### src/rtl/tl_txn_tracker.sv
// tl_txn_tracker: passive TileLink-UL A/D tracker reporting latency, GET/PUT counts and protocol errors.
// Optional build macro TL_TRACK_ADDR_EN adds per-source address capture reported on done_addr.
module tl_txn_tracker #(
    parameter int SOURCE_BITS    = 2,
    parameter int ADDR_BITS      = 32,
    parameter int LAT_BITS       = 8,
    parameter int CNT_BITS       = 16,
    parameter int TIMEOUT_CYCLES = 64
) (
    input  logic                   clk,
    input  logic                   rst,
    input  logic                   a_valid,
    input  logic                   a_ready,
    input  logic [2:0]             a_opcode,
    input  logic [SOURCE_BITS-1:0] a_source,
    input  logic [ADDR_BITS-1:0]   a_address,
    input  logic                   d_valid,
    input  logic                   d_ready,
    input  logic [2:0]             d_opcode,
    input  logic [SOURCE_BITS-1:0] d_source,
    output logic [SOURCE_BITS:0]   outstanding_count,
    output logic                   done_valid,
    output logic [SOURCE_BITS-1:0] done_source,
    output logic [LAT_BITS-1:0]    done_latency,
    output logic [ADDR_BITS-1:0]   done_addr,
    output logic [CNT_BITS-1:0]    get_count,
    output logic [CNT_BITS-1:0]    put_count,
    output logic                   err_valid,
    output logic [2:0]             err_code,
    output logic [SOURCE_BITS-1:0] err_source,
    output logic [4:0]             err_sticky
);
    localparam int NUM_SOURCES = 2 ** SOURCE_BITS;

    localparam logic [2:0] A_PUT_FULL    = 3'd0;
    localparam logic [2:0] A_PUT_PARTIAL = 3'd1;
    localparam logic [2:0] A_GET         = 3'd4;
    localparam logic [2:0] D_ACK         = 3'd0;
    localparam logic [2:0] D_ACK_DATA    = 3'd1;

    localparam logic [2:0] ERR_NONE     = 3'd0;
    localparam logic [2:0] ERR_DUP      = 3'd1;
    localparam logic [2:0] ERR_UNEXP    = 3'd2;
    localparam logic [2:0] ERR_MISMATCH = 3'd3;
    localparam logic [2:0] ERR_TIMEOUT  = 3'd4;
    localparam logic [2:0] ERR_ILLEGAL  = 3'd5;

    // Timeouts beyond the age counter range can never be reached, so treat them as disabled.
    localparam bit TIMEOUT_ON = (TIMEOUT_CYCLES > 0) && (TIMEOUT_CYCLES <= 2 ** LAT_BITS);
    localparam logic [LAT_BITS-1:0] TIMEOUT_AGE = LAT_BITS'(TIMEOUT_CYCLES - 1);

    function automatic logic [LAT_BITS-1:0] sat_inc(input logic [LAT_BITS-1:0] v);
        if (v == {LAT_BITS{1'b1}}) begin
            return v;
        end else begin
            return v + LAT_BITS'(1);
        end
    endfunction

    function automatic logic age_expired(input logic [LAT_BITS-1:0] v);
        return TIMEOUT_ON ? (v == TIMEOUT_AGE) : 1'b0;
    endfunction

    logic [NUM_SOURCES-1:0] valid_r, is_get_r, timed_out_r;
    logic [LAT_BITS-1:0]    age_r [NUM_SOURCES];

    logic [NUM_SOURCES-1:0] valid_nxt_s, is_get_nxt_s, timed_out_nxt_s, timeout_vec_s;
    logic [LAT_BITS-1:0]    age_nxt_s [NUM_SOURCES];

    logic                   a_fire_s, d_fire_s, a_legal_s, a_alloc_s, a_illegal_s;
    logic                   d_hit_s, d_unexp_s, d_mismatch_s, a_dup_s, timeout_any_s;
    logic [2:0]             d_exp_op_s;
    logic [SOURCE_BITS-1:0] timeout_src_s, err_src_s;
    logic [2:0]             err_code_s;
    logic [4:0]             err_vec_s;
    logic [SOURCE_BITS:0]   outstanding_s;

    assign a_fire_s     = a_valid & a_ready;
    assign d_fire_s     = d_valid & d_ready;
    assign a_alloc_s    = a_fire_s & a_legal_s;
    assign a_illegal_s  = a_fire_s & ~a_legal_s;
    assign d_hit_s      = d_fire_s & valid_r[d_source];
    assign d_unexp_s    = d_fire_s & ~valid_r[d_source];
    assign d_exp_op_s   = is_get_r[d_source] ? D_ACK_DATA : D_ACK;
    assign d_mismatch_s = d_hit_s & (d_opcode != d_exp_op_s);
    // A response retiring the same source in this cycle frees the slot, so re-use is legal.
    assign a_dup_s      = a_alloc_s & valid_r[a_source] & ~(d_fire_s & (d_source == a_source));
    assign timeout_any_s = |timeout_vec_s;

    // Decode legal A-channel opcodes.
    always_comb begin
        case (a_opcode)
            A_PUT_FULL, A_PUT_PARTIAL, A_GET: a_legal_s = 1'b1;
            default:                          a_legal_s = 1'b0;
        endcase
    end

    // Per-source entry next state: allocate wins over retire, otherwise age and check timeout.
    always_comb begin
        valid_nxt_s     = valid_r;
        is_get_nxt_s    = is_get_r;
        timed_out_nxt_s = timed_out_r;
        timeout_vec_s   = '0;
        for (int i = 0; i < NUM_SOURCES; i++) begin
            age_nxt_s[i] = age_r[i];
            if (a_alloc_s && (a_source == SOURCE_BITS'(i))) begin
                valid_nxt_s[i]     = 1'b1;
                is_get_nxt_s[i]    = (a_opcode == A_GET);
                age_nxt_s[i]       = '0;
                timed_out_nxt_s[i] = 1'b0;
            end else if (d_hit_s && (d_source == SOURCE_BITS'(i))) begin
                valid_nxt_s[i] = 1'b0;
            end else if (valid_r[i]) begin
                age_nxt_s[i] = sat_inc(age_r[i]);
                if (age_expired(age_r[i]) && !timed_out_r[i]) begin
                    timeout_vec_s[i]   = 1'b1;
                    timed_out_nxt_s[i] = 1'b1;
                end else begin
                    timed_out_nxt_s[i] = timed_out_r[i];
                end
            end else begin
                valid_nxt_s[i] = 1'b0;
            end
        end
    end

    // Lowest-indexed timed-out source wins a TIMEOUT report.
    always_comb begin
        timeout_src_s = '0;
        for (int i = NUM_SOURCES - 1; i >= 0; i--) begin
            if (timeout_vec_s[i]) begin
                timeout_src_s = SOURCE_BITS'(i);
            end else begin
                timeout_src_s = timeout_src_s;
            end
        end
    end

    // Error priority: lowest code is reported, all raised codes go to the sticky vector.
    always_comb begin
        err_vec_s  = {a_illegal_s, timeout_any_s, d_mismatch_s, d_unexp_s, a_dup_s};
        err_code_s = ERR_NONE;
        err_src_s  = '0;
        if (a_dup_s) begin
            err_code_s = ERR_DUP;
            err_src_s  = a_source;
        end else if (d_unexp_s) begin
            err_code_s = ERR_UNEXP;
            err_src_s  = d_source;
        end else if (d_mismatch_s) begin
            err_code_s = ERR_MISMATCH;
            err_src_s  = d_source;
        end else if (timeout_any_s) begin
            err_code_s = ERR_TIMEOUT;
            err_src_s  = timeout_src_s;
        end else if (a_illegal_s) begin
            err_code_s = ERR_ILLEGAL;
            err_src_s  = a_source;
        end else begin
            err_code_s = ERR_NONE;
            err_src_s  = '0;
        end
    end

    // Population count of entries after this edge's updates.
    always_comb begin
        outstanding_s = '0;
        for (int i = 0; i < NUM_SOURCES; i++) begin
            outstanding_s = outstanding_s + (SOURCE_BITS + 1)'(valid_nxt_s[i]);
        end
    end

    // Entry state, counters and registered report outputs.
    always_ff @(posedge clk) begin
        if (rst) begin
            valid_r           <= '0;
            is_get_r          <= '0;
            timed_out_r       <= '0;
            for (int i = 0; i < NUM_SOURCES; i++) begin
                age_r[i] <= '0;
            end
            outstanding_count <= '0;
            done_valid        <= 1'b0;
            done_source       <= '0;
            done_latency      <= '0;
            get_count         <= '0;
            put_count         <= '0;
            err_valid         <= 1'b0;
            err_code          <= ERR_NONE;
            err_source        <= '0;
            err_sticky        <= 5'd0;
        end else begin
            valid_r           <= valid_nxt_s;
            is_get_r          <= is_get_nxt_s;
            timed_out_r       <= timed_out_nxt_s;
            for (int i = 0; i < NUM_SOURCES; i++) begin
                age_r[i] <= age_nxt_s[i];
            end
            outstanding_count <= outstanding_s;
            done_valid        <= d_hit_s;
            if (d_hit_s) begin
                done_source  <= d_source;
                done_latency <= sat_inc(age_r[d_source]);
            end
            if (a_alloc_s) begin
                if (a_opcode == A_GET) begin
                    get_count <= get_count + CNT_BITS'(1);
                end else begin
                    put_count <= put_count + CNT_BITS'(1);
                end
            end
            err_valid  <= |err_vec_s;
            err_code   <= err_code_s;
            err_source <= err_src_s;
            err_sticky <= err_sticky | err_vec_s;
        end
    end

`ifdef TL_TRACK_ADDR_EN
    logic [ADDR_BITS-1:0] addr_r [NUM_SOURCES];

    // Address capture on allocation; the retiring entry's old address is read before overwrite.
    always_ff @(posedge clk) begin
        if (rst) begin
            for (int i = 0; i < NUM_SOURCES; i++) begin
                addr_r[i] <= '0;
            end
            done_addr <= '0;
        end else begin
            if (a_alloc_s) begin
                addr_r[a_source] <= a_address;
            end
            if (d_hit_s) begin
                done_addr <= addr_r[d_source];
            end
        end
    end
`else
    logic unused_addr_s;
    assign unused_addr_s = ^a_address;
    assign done_addr     = {ADDR_BITS{1'b0}};
`endif

endmodule
### config.mk
export PLATFORM = sky130hd
export DESIGN_NAME = tl_txn_tracker
export DESIGN_NICKNAME = d
export VERILOG_FILES = /design/src/rtl/tl_txn_tracker.sv
export SDC_FILE = /design/constraint.sdc
export NUM_CORES = 1
export LEC_CHECK = 0
export ABC_CLOCK_PERIOD_IN_PS = 3600
export BUFFER_PORTS_ARGS = -buffer_cell sky130_fd_sc_hd__buf_2
export CORE_ASPECT_RATIO = 1.5
export CORE_UTILIZATION = 50
export DETAILED_ROUTE_END_ITERATION = 8
export PLACE_DENSITY_LB_ADDON = 0.2
export SETUP_SLACK_MARGIN = 0.05
export SYNTH_ARGS = -nofsm -noshare
export SYNTH_HDL_FRONTEND = slang
export SYNTH_SLANG_ARGS = --single-unit
export TNS_END_PERCENT = 30
### constraint.sdc
create_clock -name clk -period 3.6 [get_ports clk]
set_input_delay 0.54 -clock clk [delete_from_list [all_inputs] [get_ports clk]]
set_output_delay 0.54 -clock clk [all_outputs]
set_load 0.01 [all_outputs]
==> flow_metrics.env <==
export IMPL_cpMaxStageDelayCell="nor4b_1"
export IMPL_status="finished, violations left"
export IMPL_rsz0062_at_grt="false"
export IMPL_yosysUniqueCellTypes=52
export IMPL_grt_pass1_wl_microns=18300
export IMPL_avgSynthCellArea_sq_um=8.88
export IMPL_powerDensity_nw_per_um2=416
export IMPL_core_area_sq_um=9740
export IMPL_insertion_delay_ns=0.35
export IMPL_netlist_area_sq_um=5030
export IMPL_cts_sinks=101
export IMPL_cpPeakStageDelay_ns=0.80
export IMPL_slew_viol_final=0
export IMPL_drtPass1Iterations=7
export IMPL_n_antenna_cell=0
export IMPL_skew_ns=0.00778
export IMPL_synth_largest_area_cell="dfxtp_1"
export IMPL_grt_pass1_vias=3924
export IMPL_maxCapViolCount=0
export IMPL_async_flop_share_pct=0
export IMPL_worstHoldPathType="reg -> reg"
export IMPL_startpoint_type="input port"
export IMPL_post_cts_setup_buffers=0
export IMPL_dp_hpwl_microns=8280
export IMPL_ant_nets=0
export IMPL_synth_top_area_share_pct=40.2
export IMPL_slew_headroom_pct=40.2
export IMPL_synth_top_flop_cell="dfxtp_1"
export IMPL_tightest_slew_ns=0.884
export IMPL_nets=687
export IMPL_synth_cells=567
export IMPL_port_buffers=72
export IMPL_fin_setup_tns_ns=0
export IMPL_die_y_microns=125
export IMPL_die_area_sq_um=10500
export IMPL_fin_crit_ns=2.42
export IMPL_num_rows=44
export IMPL_place_gp_congestion=0.832
export IMPL_grt_max_degree=38
export IMPL_cts_hold_buf=0
export IMPL_endpoint_kind="flip-flop"
export IMPL_antenna_found_initial=0
export IMPL_grt_use_total_pct=21.9
export IMPL_overflow=0
export IMPL_dp_cells=733
export IMPL_crit_start="d_source[0]"
export IMPL_htreeDepth=3
export IMPL_yosysMostFrequentCell="nor2_1"
export IMPL_root_buffer="clkbuf_16"
export IMPL_ctsResizeCount=0
export IMPL_r2r_end="err_source[0]"
export IMPL_ir_drop_uv=247
export IMPL_final_cells=748
export IMPL_ys_warn_count=0
export IMPL_arrival_ns=2.66
export IMPL_fin_crit_sh_pct=67.4
export IMPL_leakage_nw=2.40
export IMPL_reg2reg_slack_ns=1.22
export IMPL_max_freq_mhz=412
export IMPL_area_growth_pct=12.6
export IMPL_path_cells="buf_2, nor4bb_1, nor4b_1, nand3_1, nand4_1, nor3_1, o31a_1"
export IMPL_synthTopCellsByCount="nor2_1, dfxtp_1, xor2_1, nand2_1, buf_4"
export IMPL_cp_endpoint="err_code[0]"
export IMPL_cts_buffer_depth=2
export IMPL_cts_clk_slew_worst_paths_ns=0.07
export IMPL_ys_top_cells_by_area="dfxtp_1, nor2_1, xor2_1"
export IMPL_drive_gt1_share_pct=16.6
export IMPL_worstSetupPathType="in -> reg"
export IMPL_hold_viol=0
export IMPL_worst_r2r_path_depth=6
export IMPL_drt_total_wl_microns=11000
export IMPL_drcViolationCount=26
export IMPL_timing_rr_start="age_r[2][7]"
export IMPL_finalSetupViolations=0
export IMPL_synth_edf_count=0
export IMPL_ys_seq_area_share_pct=40.2
export IMPL_cts_buffers=9
export IMPL_critPathMaxFanout=19
export IMPL_violations="DRC"
export IMPL_ys_ff_latch=101
export IMPL_die_w_microns=83.9
export IMPL_required_ns=3.84
export IMPL_viasPerCell=5.49
export IMPL_num_io_pins=137
export IMPL_start_util_pct=51.6
export IMPL_drtIter0Drc=187
export IMPL_wl_per_cell_microns=14.7
export IMPL_cts_tree="done"
export IMPL_num_vias=4109
## routing by layer
| metal | vias up | track usage, % | part of all wire [%] |
|---|---|---|---|
| met5 | - | 0 | 0 |
| met4 | 0 | 11.3 | 3.5 |
| met3 | 23 | 4.11 | 4.5 |
| met2 | 107 | 38.6 | 52 |
| met1 | 1944 | 24.8 | 40 |
| li1 | 2035 | - | - |
## placed cells by master (no fill, tap or decap), types with 2 or more instances in the layout
master,Yosys,final
nor4b_1,2,2
o211ai_1,3,3
xnor2_1,15,15
ha_1,9,9
and4_1,6,6
or4_1,2,2
mux4_2,10,10
a31oi_1,7,7
nand2b_1,7,7
nor4_1,3,3
nand2_1,39,39
xor2_1,40,40
buf_4,33,3
nand4_1,17,17
inv_1,5,5
a211oi_1,2,2
conb_1,1,32
a21oi_1,21,21
and4b_1,3,3
a2111oi_0,2,2
nand4b_1,2,2
nor2b_1,4,4
dfxtp_1,101,101
bufinv_16,0,3
and3_1,8,8
and2_1,11,11
nand3b_1,5,5
nand3_1,26,26
buf_2,1,72
nor2_1,106,106
or3_1,6,6
mux2i_1,14,14
o21ai_0,11,11
nor3_1,8,8
clkbuf_16,0,9
## state kept, by name, indices dropped and copies added (netlist names)
register and count:
err_source 2, is_get_r 4, done_latency 8, err_valid 1, timed_out_r 4, outstanding_count 3, valid_r 4, done_valid 1
done_source 2, get_count 16, err_sticky 5, age_r 32, put_count 16, err_code 3
## final cells by class
| class | count | area (sq um) |
|---|---|---|
| tap | 115 | 144 |
| fill | 895 | 4080 |
| clock buffer | 10 | 239 |
| multi-input combinational | 437 | 2750 |
| inverter | 5 | 18.8 |
| sequential | 101 | 2020 |
| clock inverter | 5 | 108 |
| timing repair buffer | 75 | 383 |
## where the power goes
part           total (mW)  switching (mW)  internal [mW]
registers            1.13         0.00537           1.13
clock network        1.11           0.412          0.698
logic               0.115          0.0795         0.0357
total                2.36           0.497           1.86
## metrics by stage
step	hold WS [ns]	worst slack [ns]	utilization [%]	cell area, sq um	total power [mW]
global route	0.478	0.967	58.2	5670	2.44
global placement	0.440	0.831	54.6	5320	1.27
detailed placement	0.448	0.813	54.6	5320	1.27
CTS	0.457	1.18	58.2	5670	2.38
floorplan	0.428	1.03	-	5150	1.27
finish	0.456	1.18	58.2	5670	2.36
## critical path, delay by kind of cell
family                 cells  cell delay, ns
AOI/OAI and AO/OA          1            0.28
and+or+nand+nor            5            1.44
buffers and inverters      1            0.40
## worst min-delay path by stage
stage                          startpoint         endpoint  slack, ns  cells past startpoint
after floorplan            timed_out_r[1]   timed_out_r[1]       0.43                      2
after global placement    done_latency[4]  done_latency[4]       0.44                      2
after detailed placement  done_latency[4]  done_latency[4]       0.45                      2
after CTS                 done_latency[4]  done_latency[4]       0.46                      2
after global routing      done_latency[4]  done_latency[4]       0.48                      2
final                     done_latency[4]  done_latency[4]       0.46                      2
## logic make-up (layout without fill, tap and decap cells)
logic type / Yosys count / in the layout / synth area share, %
other: 1 / 32 / 0.0745
adders and majority gates: 10 / 10 / 2.64
xor gates and xnor gates: 55 / 55 / 9.57
and+or+nand+nor: 263 / 263 / 26.6
AOI/OAI and AO/OA: 53 / 53 / 6.27
DFF: 101 / 101 / 40.2
buffers and inverters: 60 / 95 / 7.43
muxes: 24 / 24 / 7.26
Note: power is estimated with default switching activity, not from simulation.
